===== config.mk =====
export PLATFORM = sky130hd
export DESIGN_NAME = fifo_synch_flat
export DESIGN_NICKNAME = d
export VERILOG_FILES = /design/src/rtl/fifo_synch_if.sv /design/src/rtl/fifo_synch.sv /design/src/flat_wrapper.sv
export SDC_FILE = /design/constraint.sdc
export NUM_CORES = 1
export LEC_CHECK = 0
export ABC_AREA = 1
export CAP_MARGIN = 20
export CORE_MARGIN = 2
export CORE_UTILIZATION = 55
export CTS_BUF_LIST = sky130_fd_sc_hd__clkbuf_16
export DETAILED_ROUTE_END_ITERATION = 7
export PLACE_DENSITY = 0.8
export SYNTH_ARGS = -nofsm -noshare
export SYNTH_HDL_FRONTEND = slang
export SYNTH_SLANG_ARGS = --single-unit

===== constraint.sdc =====
create_clock -name clk -period 2 [get_ports clk]
set_clock_uncertainty 0.15 [all_clocks]
set_input_delay 0.6 -clock clk [delete_from_list [all_inputs] [get_ports clk]]
set_output_delay 0.6 -clock clk [all_outputs]
set_load 0.005 [all_outputs]

===== src/rtl/fifo_synch_if.sv =====
// Producer/consumer handshake bundle for fifo_synch.
// The master side is whoever drives the FIFO; the slave side is the FIFO itself.
interface fifo_synch_if #(
  parameter int WIDTH      = 16,
  parameter int DEPTH_LOG2 = 2
);
  logic [WIDTH-1:0]    inData;
  logic                inValid;
  logic                inReady;
  logic [WIDTH-1:0]    outData;
  logic                outValid;
  logic                outReady;
  logic [DEPTH_LOG2:0] count;
  logic                overflow;

  modport master (
    output inData, inValid, outReady,
    input  inReady, outData, outValid, count, overflow
  );

  modport slave (
    input  inData, inValid, outReady,
    output inReady, outData, outValid, count, overflow
  );
endinterface


===== src/rtl/fifo_synch.sv =====
// First-word-fall-through FIFO whose every state bit lives in a dff_synch cell.
// Handshakes are blocked while rstn is low, so a reset edge never pushes or pops.
module dff_synch #(
  parameter int W = 1
) (
  input  logic         clk,
  input  logic         rstn,
  input  logic         en,
  input  logic [W-1:0] d,
  output logic [W-1:0] q
);
  logic [W-1:0] r_q;

  // Enabled flop with synchronous clear to zero
  always_ff @(posedge clk) begin
    if (!rstn) begin
      r_q <= '0;
    end else if (en) begin
      r_q <= d;
    end else begin
      r_q <= r_q;
    end
  end

  assign q = r_q;
endmodule

module fifo_synch #(
  parameter int WIDTH      = 16,
  parameter int DEPTH_LOG2 = 2
) (
  input  logic         clk,
  input  logic         rstn,
  fifo_synch_if.slave  bus
);
  localparam int DEPTH = 1 << DEPTH_LOG2;
  localparam logic [DEPTH_LOG2:0] FULL_CNT = {1'b1, {DEPTH_LOG2{1'b0}}};

  logic [WIDTH-1:0]      w_mem [DEPTH];
  logic [DEPTH_LOG2-1:0] w_wr_ptr;
  logic [DEPTH_LOG2-1:0] w_rd_ptr;
  logic [DEPTH_LOG2:0]   w_count;
  logic                  w_overflow;
  logic                  w_full;
  logic                  w_empty;
  logic                  w_push;
  logic                  w_pop;
  logic [DEPTH_LOG2:0]   w_count_nxt;

  assign w_full  = (w_count == FULL_CNT);
  assign w_empty = (w_count == {(DEPTH_LOG2+1){1'b0}});

  assign bus.inReady  = rstn & ~w_full;
  assign bus.outValid = rstn & ~w_empty;
  assign w_push       = bus.inValid & bus.inReady;
  assign w_pop        = bus.outValid & bus.outReady;

  // Only one slot is written per push; pointer widths wrap modulo DEPTH on their own
  for (genvar g = 0; g < DEPTH; g++) begin : g_mem
    dff_synch #(.W(WIDTH)) u_slot (
      .clk (clk),
      .rstn(rstn),
      .en  (w_push & (w_wr_ptr == DEPTH_LOG2'(g))),
      .d   (bus.inData),
      .q   (w_mem[g])
    );
  end

  dff_synch #(.W(DEPTH_LOG2)) u_wr_ptr (
    .clk (clk),
    .rstn(rstn),
    .en  (w_push),
    .d   (w_wr_ptr + DEPTH_LOG2'(1)),
    .q   (w_wr_ptr)
  );

  dff_synch #(.W(DEPTH_LOG2)) u_rd_ptr (
    .clk (clk),
    .rstn(rstn),
    .en  (w_pop),
    .d   (w_rd_ptr + DEPTH_LOG2'(1)),
    .q   (w_rd_ptr)
  );

  // Count only moves when exactly one of push/pop happens
  assign w_count_nxt = w_push ? (w_count + (DEPTH_LOG2+1)'(1))
                              : (w_count - (DEPTH_LOG2+1)'(1));

  dff_synch #(.W(DEPTH_LOG2+1)) u_count (
    .clk (clk),
    .rstn(rstn),
    .en  (w_push ^ w_pop),
    .d   (w_count_nxt),
    .q   (w_count)
  );

  dff_synch #(.W(1)) u_overflow (
    .clk (clk),
    .rstn(rstn),
    .en  (bus.inValid & w_full),
    .d   (1'b1),
    .q   (w_overflow)
  );

  assign bus.outData  = w_mem[w_rd_ptr];
  assign bus.count    = w_count;
  assign bus.overflow = w_overflow;
endmodule


===== src/flat_wrapper.sv =====
// flat-port wrapper written by rule: the top's interface ports become plain ports
module fifo_synch_flat 
#(
  parameter int WIDTH      = 16,
  parameter int DEPTH_LOG2 = 2
)
  (clk, rstn, bus_inData, bus_inValid, bus_outReady, bus_inReady, bus_outData, bus_outValid, bus_count, bus_overflow);
  fifo_synch_if #(.WIDTH(WIDTH), .DEPTH_LOG2(DEPTH_LOG2)) bus_i ();
  input  logic clk;
  input  logic rstn;
  input wire logic [$bits(bus_i.inData)-1:0] bus_inData;
  input wire logic [$bits(bus_i.inValid)-1:0] bus_inValid;
  input wire logic [$bits(bus_i.outReady)-1:0] bus_outReady;
  output wire logic [$bits(bus_i.inReady)-1:0] bus_inReady;
  output wire logic [$bits(bus_i.outData)-1:0] bus_outData;
  output wire logic [$bits(bus_i.outValid)-1:0] bus_outValid;
  output wire logic [$bits(bus_i.count)-1:0] bus_count;
  output wire logic [$bits(bus_i.overflow)-1:0] bus_overflow;
  assign bus_i.inData = bus_inData;
  assign bus_i.inValid = bus_inValid;
  assign bus_i.outReady = bus_outReady;
  assign bus_inReady = bus_i.inReady;
  assign bus_outData = bus_i.outData;
  assign bus_outValid = bus_i.outValid;
  assign bus_count = bus_i.count;
  assign bus_overflow = bus_i.overflow;
  fifo_synch #(.WIDTH(WIDTH), .DEPTH_LOG2(DEPTH_LOG2)) u_core (.clk(clk), .rstn(rstn), .bus(bus_i));
endmodule

==> results by group, run 1 <==
Outcome
  • Outcome: finished, violations left
  • Failing checks: negative setup slack

Setup path
  • CP max FO: 7
  • CP startpoint kind: register
  • Worst EP arrival: 1.51 ns
  • Required time of the worst setup path: 1.25 ns
  • Crit path capture type: primary output
  • WS Path Type: register to primary output
  • Register-to-Register Path Depth: 12

Yosys
  • Simple-gate share of the synthesized area: about a quarter
  • Adder-cell share of the synthesized area: between 1.5 and 2%
  • Syn Std Cell Area: 0.00322 sq mm
  • Post-Synth XOR/XNOR Area: 0%
  • Combinational family with the most area after synthesis: simple AND/OR/NAND/NOR gates
  • Post-synthesis mux area share: 0%
  • Syn Nets: 472
  • Cells after synthesis: 447
  • Count of cell types in the netlist: 18
  • Avg Cell Area, Syn: 7.19 sq um
  • Synthesis-stage register bit count: between 70 and 80
  • Sequential area share after synthesis: 44.8%
  • Compound-gate portion of the synthesized area: 19.8%
  • Synthesis warning total: 0

Global route
  • Number of global-route vias before repair: 3275
  • Met1 usage: 39.0%
  • Initial antenna violation count: 0
  • Grt met2 use: 52.6%
  • Largest net degree at the start of global routing: 37
  • First-pass GRT wire length: roughly 16 mm
  • M3 GR Usage: 6.29%
  • Busiest metal layer after global routing: met2
  • Remaining Overflow, GRT: 0
  • GRT Util Overall: between 30% and 40%

Finish
  • Most common cell after layout, fill and taps aside: nand2_1
  • Antenna Cells: 0
  • Layout cells sized above 1: 23.7%
  • Layout Nets: 539
  • Most frequent cells in the layout: nand2_1, a21oi_1, nand3_1
  • P&R area growth vs syn: 38.6%
  • Non-filler instance count after layout: slightly below 600
  • Fillers: 356
  • Design Area, Final: between 0.004 and 0.005 sq mm

Power
  • Clock network power share: about two fifths
  • Leakage: around 1.8 nW
  • Worst vdd ir: 0.000629 V
  • NetSw: 1.08 mW
  • PD cells: 874 mW/mm^2
  • Switching Share: 27.7%
  • P_int: between 2 and 3 mW
  • Sequential share of power: between 30% and 40%
  • Combinational power share: 21.6%

Die
  • Die H: around 80 microns
  • DIE AREA: roughly 0.0065 sq mm
  • Starting Density: 57.7%
  • Die width: 80.5 microns
  • Io pins: 42
  • Num rows: 27
  • Core area: 0.00557 sq mm

STA
  • Tmin final: 2.26 ns
  • Setup violators final: 16
  • Final WS setup: -0.255 ns
  • Slew Limit Fails: 0
  • Final period utilization: 113%
  • Slew @ Worst Pin: 0.404 ns
  • Relative slew slack: 73.0%
  • Setup TNS: -1.73 ns
  • Fin. Hold Viols: 0
  • RSZ-0062 raised after global routing: true
  • Fmax: 0.443 GHz

Drt
  • DR vias/cell: between 6 and 7
  • Drt wl/cell: 18.2 microns
  • TritonRoute pass-1 iters: 6
  • DRT antenna net count: 0
  • Iter 0 DRT Violations: 504
  • WL final: 10.8 mm
  • Vias: 3632
  • Drc violations: 0

CTS
  • Root buf cell: clkbuf_16
  • H-Tree Depth: 3
  • CTS tree: built
  • Clock Latency Late Sink: ~0.33 ns
  • CTS Buf Count: 9
  • Post-CTS Hold Fix Bufs: 0
  • Clk pin slew, worst setup/hold paths: roughly 0.050 ns
  • Bufs on Longest Clock Path: 2
  • Clk sink count: 72

Place
  • PortBufs: 41
  • Dpl cells: 562
  • Post-DP HPWL: 5.76 mm
  • Placed cell areas: 0.00389 sq mm
  • GP Congestion: 0.802

Hold path
  • Min-Delay Path Depth: 2
  • Hold WC Path Type: register to register

Job
  • Max Cap Viol: 0
==> state kept, by name, summed over array words and instances, names as in the netlist <==
name / count
u_core.u_overflow.q: 1
u_core.u_wr_ptr.q: 2
u_core.g_mem.u_slot.q: 64
u_core.u_rd_ptr.q: 2
u_core.u_count.q: 3
==> kinds of logic after synthesis <==
| kind of cell | after synthesis |
|---|---|
| buffers and inverters | 52 |
| AO/OA/AOI/OAI | 123 |
| adder cells (fa/ha/maj) | 5 |
| AND/OR/NAND/NOR | 195 |
| flip-flops | 72 |
==> through the flow <==
stage	hold slack, ns	util [%]	power [mW]	worst slack, ns
3_3_place_gp	0.295	69.7	2.25	-0.458
5_1_grt	0.322	80.0	4.01	-0.335
2_1_floorplan	0.287	-	1.90	0.170
3_5_place_dp	0.301	69.7	2.26	-0.491
6_report	0.307	80.0	3.89	-0.255
4_1_cts	0.309	77.7	3.82	-0.142
==> path summary, 6_finish.rpt <==
path                          startpoint                      endpoint  slack, ns
max                 u_core.u_rd_ptr.q[0]               bus_outData[10]      -0.26
min          u_core.g_mem[0].u_slot.q[1]   u_core.g_mem[0].u_slot.q[1]       0.31
max reg2reg          u_core.u_count.q[2]  u_core.g_mem[0].u_slot.q[10]       0.04
min reg2reg  u_core.g_mem[0].u_slot.q[1]   u_core.g_mem[0].u_slot.q[1]       0.31
==> synth_stat cells <==
cell type / number / area (sq um)
a21oi_1: 70 / 350
buf_1: 3 / 11.3
buf_2: 6 / 30.0
buf_4: 6 / 45.0
clkbuf_1: 21 / 78.8
dfxtp_1: 72 / 1440
ha_1: 5 / 62.6
inv_1: 15 / 56.3
inv_4: 1 / 6.26
nand2_1: 84 / 315
nand2_2: 5 / 31.3
nand3_1: 68 / 340
nand3_4: 1 / 17.5
nand4_1: 1 / 6.26
nor2_1: 36 / 135
o21a_1: 1 / 7.51
o21ai_0: 36 / 180
o22ai_1: 16 / 100
==> what timing repair did <==
action | CTS | global route
cloned | 3 | 0
setup endpoints to repair | 73 | 53
hold endpoints to repair | 0 | 0
gates resized for setup | 128 | 41
pin swaps | 10 | 13
buffers inserted | 7 | 4
==> power by group through the flow <==
stage          Sequential, mW  Combinational (mW)  Clock [mW]
2_1_floorplan            1.54               0.358           0
3_3_place_gp             1.55               0.701           0
3_5_place_dp             1.55               0.711           0
4_1_cts                  1.53               0.774        1.52
5_1_grt                  1.53               0.898        1.58
6_report                 1.53               0.841        1.52
==> routing by layer <==
| metal | part of all wire (%) | up-vias |
|---|---|---|
| met2 | 47 | 261 |
| met5 | 0 | - |
| met1 | 37 | 1635 |
| met4 | 5.6 | 0 |
| li1 | - | 1658 |
| met3 | 9.5 | 78 |
==> worst max-delay path, cell delays in order, from the launching register on <==
cell	delay [ns]
dfxtp_4	0.41
buf_8	0.15
buf_8	0.14
o21ai_2	0.06
o22ai_1	0.24
buf_2	0.16
==> area by class of cell <==
class / count / area [sq um] / area share (%)
Inverter: 16 / 70.1 / 1.57
Clock inverter: 7 / 56.3 / 1.26
Clock buffer: 9 / 225 / 5.05
Multi-Input combinational cell: 323 / 1700 / 38.2
Sequential cell: 72 / 1450 / 32.6
Timing Repair Buffer: 92 / 860 / 19.3
Tap cell: 72 / 90.1 / 2.02
Note: power is estimated with default switching activity, not from simulation.
==> run 2: changes to the inputs <==
RECOVER_POWER = 25   (was not set)
==> run 2 against run 1 <==
Effect of this change: the run still ends with negative setup slack left; utilization fell by 0.16 points; design area fell by 0.20%; power fell by 0.25%; critical path depth did not move; clock-buffer cell count did not move; sequential cell count did not move; worst hold slack improved by 0.0013 ns; clock power barely moved; critical endpoint unchanged; largest power group unchanged; highest routed layer unchanged.
==> results by group, run 2 (same netlist as run 1, synthesis figures left out) <==
Outcome
  • Outcome: finished, violations left
  • Failing checks: negative setup slack

Die
  • Num rows: 27 (unchanged)
  • Die width: 80.5 microns (unchanged)
  • Core area: 0.00557 sq mm (unchanged)
  • Starting Density: 57.7% (unchanged)
  • DIE AREA: 0.00647 sq mm (unchanged)
  • Die H: 80.5 microns (unchanged)
  • Io pins: 42 (unchanged)

Place
  • Pre-CTS WS: -0.491 ns (unchanged)
  • PortBufs: 41 (unchanged)
  • GP Congestion: 0.802 (unchanged)
  • Post-DP HPWL: 5.76 mm (unchanged)
  • Placed cell areas: 0.00389 sq mm (unchanged)

STA
  • Fin. Hold Viols: 0 (unchanged)
  • Slew Limit Fails: 0 (unchanged)
  • Slew @ Worst Pin: 0.401 ns (-0.00340 ns)
  • Relative slew slack: 73.3% (+0.23 points)
  • Fmax: 0.439 GHz (-1.1%)
  • Setup violators final: 16 (unchanged)
  • Tmin final: 2.28 ns (+0.0246 ns)
  • Final WS setup: -0.280 ns (-0.0246 ns)
  • Final period utilization: 114% (+1.2 points)
  • RSZ-0062 raised after global routing: true

Setup path
  • CP max FO: 7 (unchanged)
  • CP startpoint kind: register
  • Crit path capture type: primary output
  • Slowest-stage cell, CP: dfxtp_4
  • Worst EP arrival: 1.53 ns (+0.02 ns)
  • WP buf/inv: 3 (unchanged)
  • Delay-heaviest family, CP: buffers and inverters
  • Required time of the worst setup path: 1.25 ns (about the same)
  • WS Path Type: register to primary output
  • CP dominant cell by count: buf_8
  • CP cell instances: buf_8 > buf_8 > o21ai_2 > o22ai_1 > buf_2
  • Crit-path max cell delay: 0.41 ns (about the same)

Drt
  • WL met3: 1.04 mm (+1.3%)
  • DRT antenna net count: 0 (unchanged)
  • Max Used Layer: met4
  • Detail Route met2 WL: 5.13 mm (+0.45%)
  • Vias: 3628 (-0.11%)
  • Drc violations: 0 (unchanged)
  • DR vias/cell: 6.14 (-0.11%)
  • TritonRoute pass-1 iters: 7 (+1)
  • WL final: 10.7 mm (-0.16%)
  • Drt wl/cell: 18.2 microns (-0.16%)
  • WL met1: 4.04 mm (+0.40%)
  • Iter 0 DRT Violations: 457 (-9.3%)

Power
  • Sequential share of power: 39.4% (about the same)
  • Switching Share: 27.7% (-0.040 points)
  • Worst vdd ir: 0.000628 V (-0.15%)
  • Clock network power share: 39.1% (about the same)
  • Leakage: 1.78 nW (-0.41%)
  • Combinational power share: 21.5% (about the same)
  • PD cells: 873 mW/mm^2 (about the same)
  • NetSw: 1.07 mW (-0.39%)
  • P_int: 2.81 mW (-0.19%)

Finish
  • Design Area, Final: 0.00445 sq mm (-0.20%)
  • Most common cell after layout, fill and taps aside: nand2_1
  • Largest register FFs: 64 (unchanged)
  • P&R area growth vs syn: 38.3%
  • Layout Nets: 539 (unchanged)
  • Fillers: 357 (+0.28%)
  • Most frequent cells in the layout: nand2_1, a21oi_1, nand3_1, dfxtp_1, buf_4
  • Antenna Cells: 0 (unchanged)
  • Layout cells sized above 1: 23.1% (-0.58 points)

CTS
  • Bufs on Longest Clock Path: 2 (unchanged)
  • Clock Latency Late Sink: 0.33 ns (about the same)
  • CTS Buf Count: 9 (unchanged)
  • CTS tree: built
  • H-Tree Depth: 3 (unchanged)
  • Root buf cell: clkbuf_16
  • Post-CTS Hold Fix Bufs: 0 (unchanged)
  • Clk sink count: 72 (unchanged)
  • Clk pin slew, worst setup/hold paths: 0.05 ns (about the same)

Global route
  • Number of global-route vias before repair: 3275 (unchanged)
  • GRT Util Overall: 31.6% (unchanged)
  • First-pass GRT wire length: 15.6 mm (unchanged)
  • Remaining Overflow, GRT: 0 (unchanged)
  • Largest net degree at the start of global routing: 37 (unchanged)
  • Initial antenna violation count: 0 (unchanged)

Hold path
  • Hold WC Path Type: register to register

Job
  • Max Cap Viol: 0 (unchanged)
## run 2: timing repair
action / in CTS / in global routing
pin swaps: 10 / 13
buffers inserted: 7 / 4
setup endpoints to repair: 73 / 53
resized for setup: 128 / 41
cloned: 3 / 0
## run 2: worst reg2reg max path, cell delays in order (launching register included)
cell,delay (ns)
dfxtp_1,0.34
clkbuf_1,0.15
buf_4,0.13
nand2_2,0.05
buf_4,0.13
buf_4,0.14
nand3_4,0.07
inv_4,0.04
buf_6,0.15
nand2_2,0.11
buf_4,0.17
nand2_1,0.10
a21oi_1,0.19
## run 2: final cells by class
| type | count | area (sq um) | share of cell area (%) |
|---|---|---|---|
| multi-input cells | 323 | 1700 | 38.3 |
| repair buffers | 92 | 852 | 19.2 |
| inverters | 16 | 70.1 | 1.58 |
| well taps | 72 | 90.1 | 2.03 |
| clock inverters | 7 | 56.3 | 1.27 |
| clock buffers | 9 | 225 | 5.06 |
| flip-flops and latches | 72 | 1450 | 32.6 |
## run 2: routing by layer
metal	vias up	track usage [%]
met1	1635	39.0
met2	264	52.6
li1	1659	-
met3	70	6.29
met4	0	15.6
met5	-	0
## run 2: power groups by stage
stage | sequential, mW | combinational (mW) | clock (mW)
finish | 1.53 | 0.836 | 1.52
global route | 1.53 | 0.893 | 1.58
CTS | 1.53 | 0.774 | 1.52
detailed placement | 1.55 | 0.711 | 0
global placement | 1.55 | 0.701 | 0
floorplan | 1.54 | 0.358 | 0
## run 2: path summary, 6_finish.rpt
check                           cells after the start  slack (ns)                            to                         from
worst max register to register                     12           0  u_core.g_mem[0].u_slot.q[10]          u_core.u_count.q[2]
worst min register to register                      2        0.31   u_core.g_mem[0].u_slot.q[5]  u_core.g_mem[0].u_slot.q[5]
worst min-delay path                                2        0.31   u_core.g_mem[0].u_slot.q[5]  u_core.g_mem[0].u_slot.q[5]
worst max-delay path                                5       -0.28               bus_outData[10]         u_core.u_rd_ptr.q[0]
## run 2: through the flow
step | power, mW | std cells | setup TNS, ns | util (%) | hold WS, ns
4_1_cts | 3.82 | 588 | -1.31 | 77.7 | 0.309
6_report | 3.88 | 591 | -1.75 | 79.8 | 0.309
5_1_grt | 4.01 | 591 | -2.63 | 79.8 | 0.322
3_3_place_gp | 2.25 | 562 | -24.15 | 69.7 | 0.295
2_1_floorplan | 1.90 | 447 | 0 | - | 0.287
3_5_place_dp | 2.26 | 562 | -28.33 | 69.7 | 0.301
==> run 3: changes to the inputs <==
CORE_MARGIN = not set   (was 2)
==> run 3 against run 2 <==
Effect of this change: via count fell by 1.8%; non-clock buffer count fell by 2; sequential power barely moved; routed wire length fell by 6.5%; largest cell class unchanged; critical path type unchanged; the run still ends with negative setup slack left.
==> results by group, run 3 (same netlist as run 1, synthesis figures left out) <==
Outcome
  • Outcome: finished, violations left
  • Failing checks: negative setup slack

STA
  • Final period utilization: 108% (-6.0 points)
  • Fin. Hold Viols: 0 (unchanged)
  • Hold WS: 0.313 ns (+0.00380 ns)
  • Tmin final: 2.16 ns (-0.120 ns)
  • Relative slew slack: 74.6% (+1.3 points)
  • Setup violators final: 30 (+14)
  • Final WS setup: -0.160 ns (+0.120 ns)
  • Fmax: 0.463 GHz (+5.5%)
  • Setup TNS: -1.57 ns (+0.177 ns)
  • Slew Limit Fails: 0 (unchanged)
  • Slew @ Worst Pin: 0.380 ns (-0.0210 ns)
  • RSZ-0062 raised after global routing: true

Place
  • Post-DP HPWL: 5.76 mm (about the same)
  • PortBufs: 41 (unchanged)
  • GP Congestion: 0.860 (+7.2%)
  • Placed cell areas: 0.00390 sq mm (+0.45%)
  • Dpl cells: 561 (-0.18%)

Global route
  • Remaining Overflow, GRT: 0 (unchanged)
  • First-pass GRT wire length: 16.0 mm (+2.8%)
  • Initial antenna violation count: 0 (unchanged)
  • Largest net degree at the start of global routing: 33 (-11%)
  • GRT Util Overall: 33.8% (+2.1 points)
  • Number of global-route vias before repair: 3406 (+4.0%)

Finish
  • Layout Nets: 537 (-0.37%)
  • P&R area growth vs syn: 34.8%
  • Most frequent cells in the layout: nand2_1, a21oi_1, nand3_1
  • Fillers: 398 (+11%)
  • Non-filler instance count after layout: 589 (-0.34%)
  • Largest register FFs: 64 (unchanged)
  • Final Util: 77.8% (-2.0 points)
  • Design Area, Final: 0.00433 sq mm (-2.6%)
  • Antenna Cells: 0 (unchanged)
  • Layout cells sized above 1: 22.6% (-0.49 points)
  • Most common cell after layout, fill and taps aside: nand2_1

Setup path
  • WS Path Type: register to primary output
  • CP startpoint kind: register
  • R2R Setup Slk: -0.05 ns (-0.05 ns)
  • Worst EP arrival: 1.41 ns (-0.12 ns)
  • Crit path capture type: primary output
  • Required time of the worst setup path: 1.25 ns (about the same)
  • CP max FO: 6 (-1)

Drt
  • Iter 0 DRT Violations: 377 (-18%)
  • TritonRoute pass-1 iters: 7 (unchanged)
  • DRT antenna net count: 0 (unchanged)
  • DR vias/cell: 6.05 (-1.4%)
  • Drc violations: 0 (unchanged)
  • WL final: 10.0 mm (-6.5%)
  • Drt wl/cell: 17.0 microns (-6.2%)
  • Vias: 3564 (-1.8%)

CTS
  • Clk sink count: 72 (unchanged)
  • CTS Buf Count: 9 (unchanged)
  • Bufs on Longest Clock Path: 2 (unchanged)
  • Clk pin slew, worst setup/hold paths: 0.06 ns (about the same)
  • CTS tree: built
  • Post-CTS Hold Fix Bufs: 0 (unchanged)
  • H-Tree Depth: 3 (unchanged)
  • Root buf cell: clkbuf_16
  • Clock Latency Late Sink: 0.33 ns (about the same)

Die
  • Starting Density: 57.7% (unchanged)
  • Die width: 78.5 microns (-2.5%)
  • Num rows: 27 (unchanged)
  • Die H: 78.5 microns (-2.5%)
  • DIE AREA: 0.00616 sq mm (-4.9%)
  • Io pins: 42 (unchanged)
  • Core area: 0.00557 sq mm (unchanged)

Power
  • PD cells: 888 mW/mm^2 (+1.6%)
  • Leakage: 1.73 nW (-2.8%)
  • Worst vdd ir: 0.000619 V (-1.4%)

Hold path
  • Hold WC Path Type: register to register

Job
  • Max Cap Viol: 0 (unchanged)
[run 3: cell count changes in the layout (fill, tap and decap cells not counted), sizes merged]
| cell | change |
|---|---|
| buf | -4 |
| clkbuf | +2 |
| clkdlybuf4s15 | -1 |
| clkdlybuf4s50 | +1 |
| clkinv | -1 |
| inv | +1 |
[run 3: worst paths after layout]
check,cells past startpoint,start,endpoint
min reg2reg,2,u_core.g_mem[0].u_slot.q[6],u_core.g_mem[0].u_slot.q[6]
min,2,u_core.g_mem[0].u_slot.q[6],u_core.g_mem[0].u_slot.q[6]
max reg2reg,10,u_core.u_count.q[0],u_core.g_mem[1].u_slot.q[4]
max,6,u_core.u_rd_ptr.q[0],bus_outData[2]
[run 3: layout make-up]
class	count	area (sq um)	share of cell area, %
Clock buffer	9	225	5.20
Clock inverter	7	57.6	1.33
Inverter	16	65.1	1.50
Multi-Input combinational cell	323	1650	38.0
Sequential cell	72	1450	33.5
Tap cell	72	90.1	2.08
Timing Repair Buffer	90	801	18.5
[run 3: report_power, final]
group | internal, mW | switching [mW] | leakage, nW | total (mW)
clock network | 0.944 | 0.590 | 0.150 | 1.53
logic | 0.359 | 0.426 | 0.997 | 0.785
registers | 1.49 | 0.0392 | 0.585 | 1.53
[run 3: routing by layer]
metal / global-route usage (%) / vias to the layer above / wire length, microns
li1: - / 1644 / -
met1: 40.4 / 1670 / 3920
met2: 56.2 / 203 / 4960
met3: 6.16 / 47 / 753
met4: 20.2 / 0 / 407
met5: 0 / - / 0
[run 3: stage by stage]
stage | total power [mW] | setup slack, ns
2_1_floorplan | 1.90 | 0.170
3_3_place_gp | 2.25 | -0.456
3_5_place_dp | 2.27 | -0.499
4_1_cts | 3.81 | -0.140
5_1_grt | 3.99 | -0.180
6_report | 3.85 | -0.160
[run 3: critical path, cell delays in order, from the launching register on]
cell,delay [ns]
dfxtp_4,0.41
buf_6,0.15
buf_4,0.11
buf_6,0.10
nor2_4,0.04
o22ai_1,0.12
buf_2,0.14
[run 3: timing repair]
| item | in CTS | in global routing |
|---|---|---|
| buffers inserted | 8 | 3 |
| cloned | 1 | 0 |
| endpoints found under the setup margin | 54 | 19 |
| resized for setup | 124 | 34 |
| pin swaps | 10 | 10 |
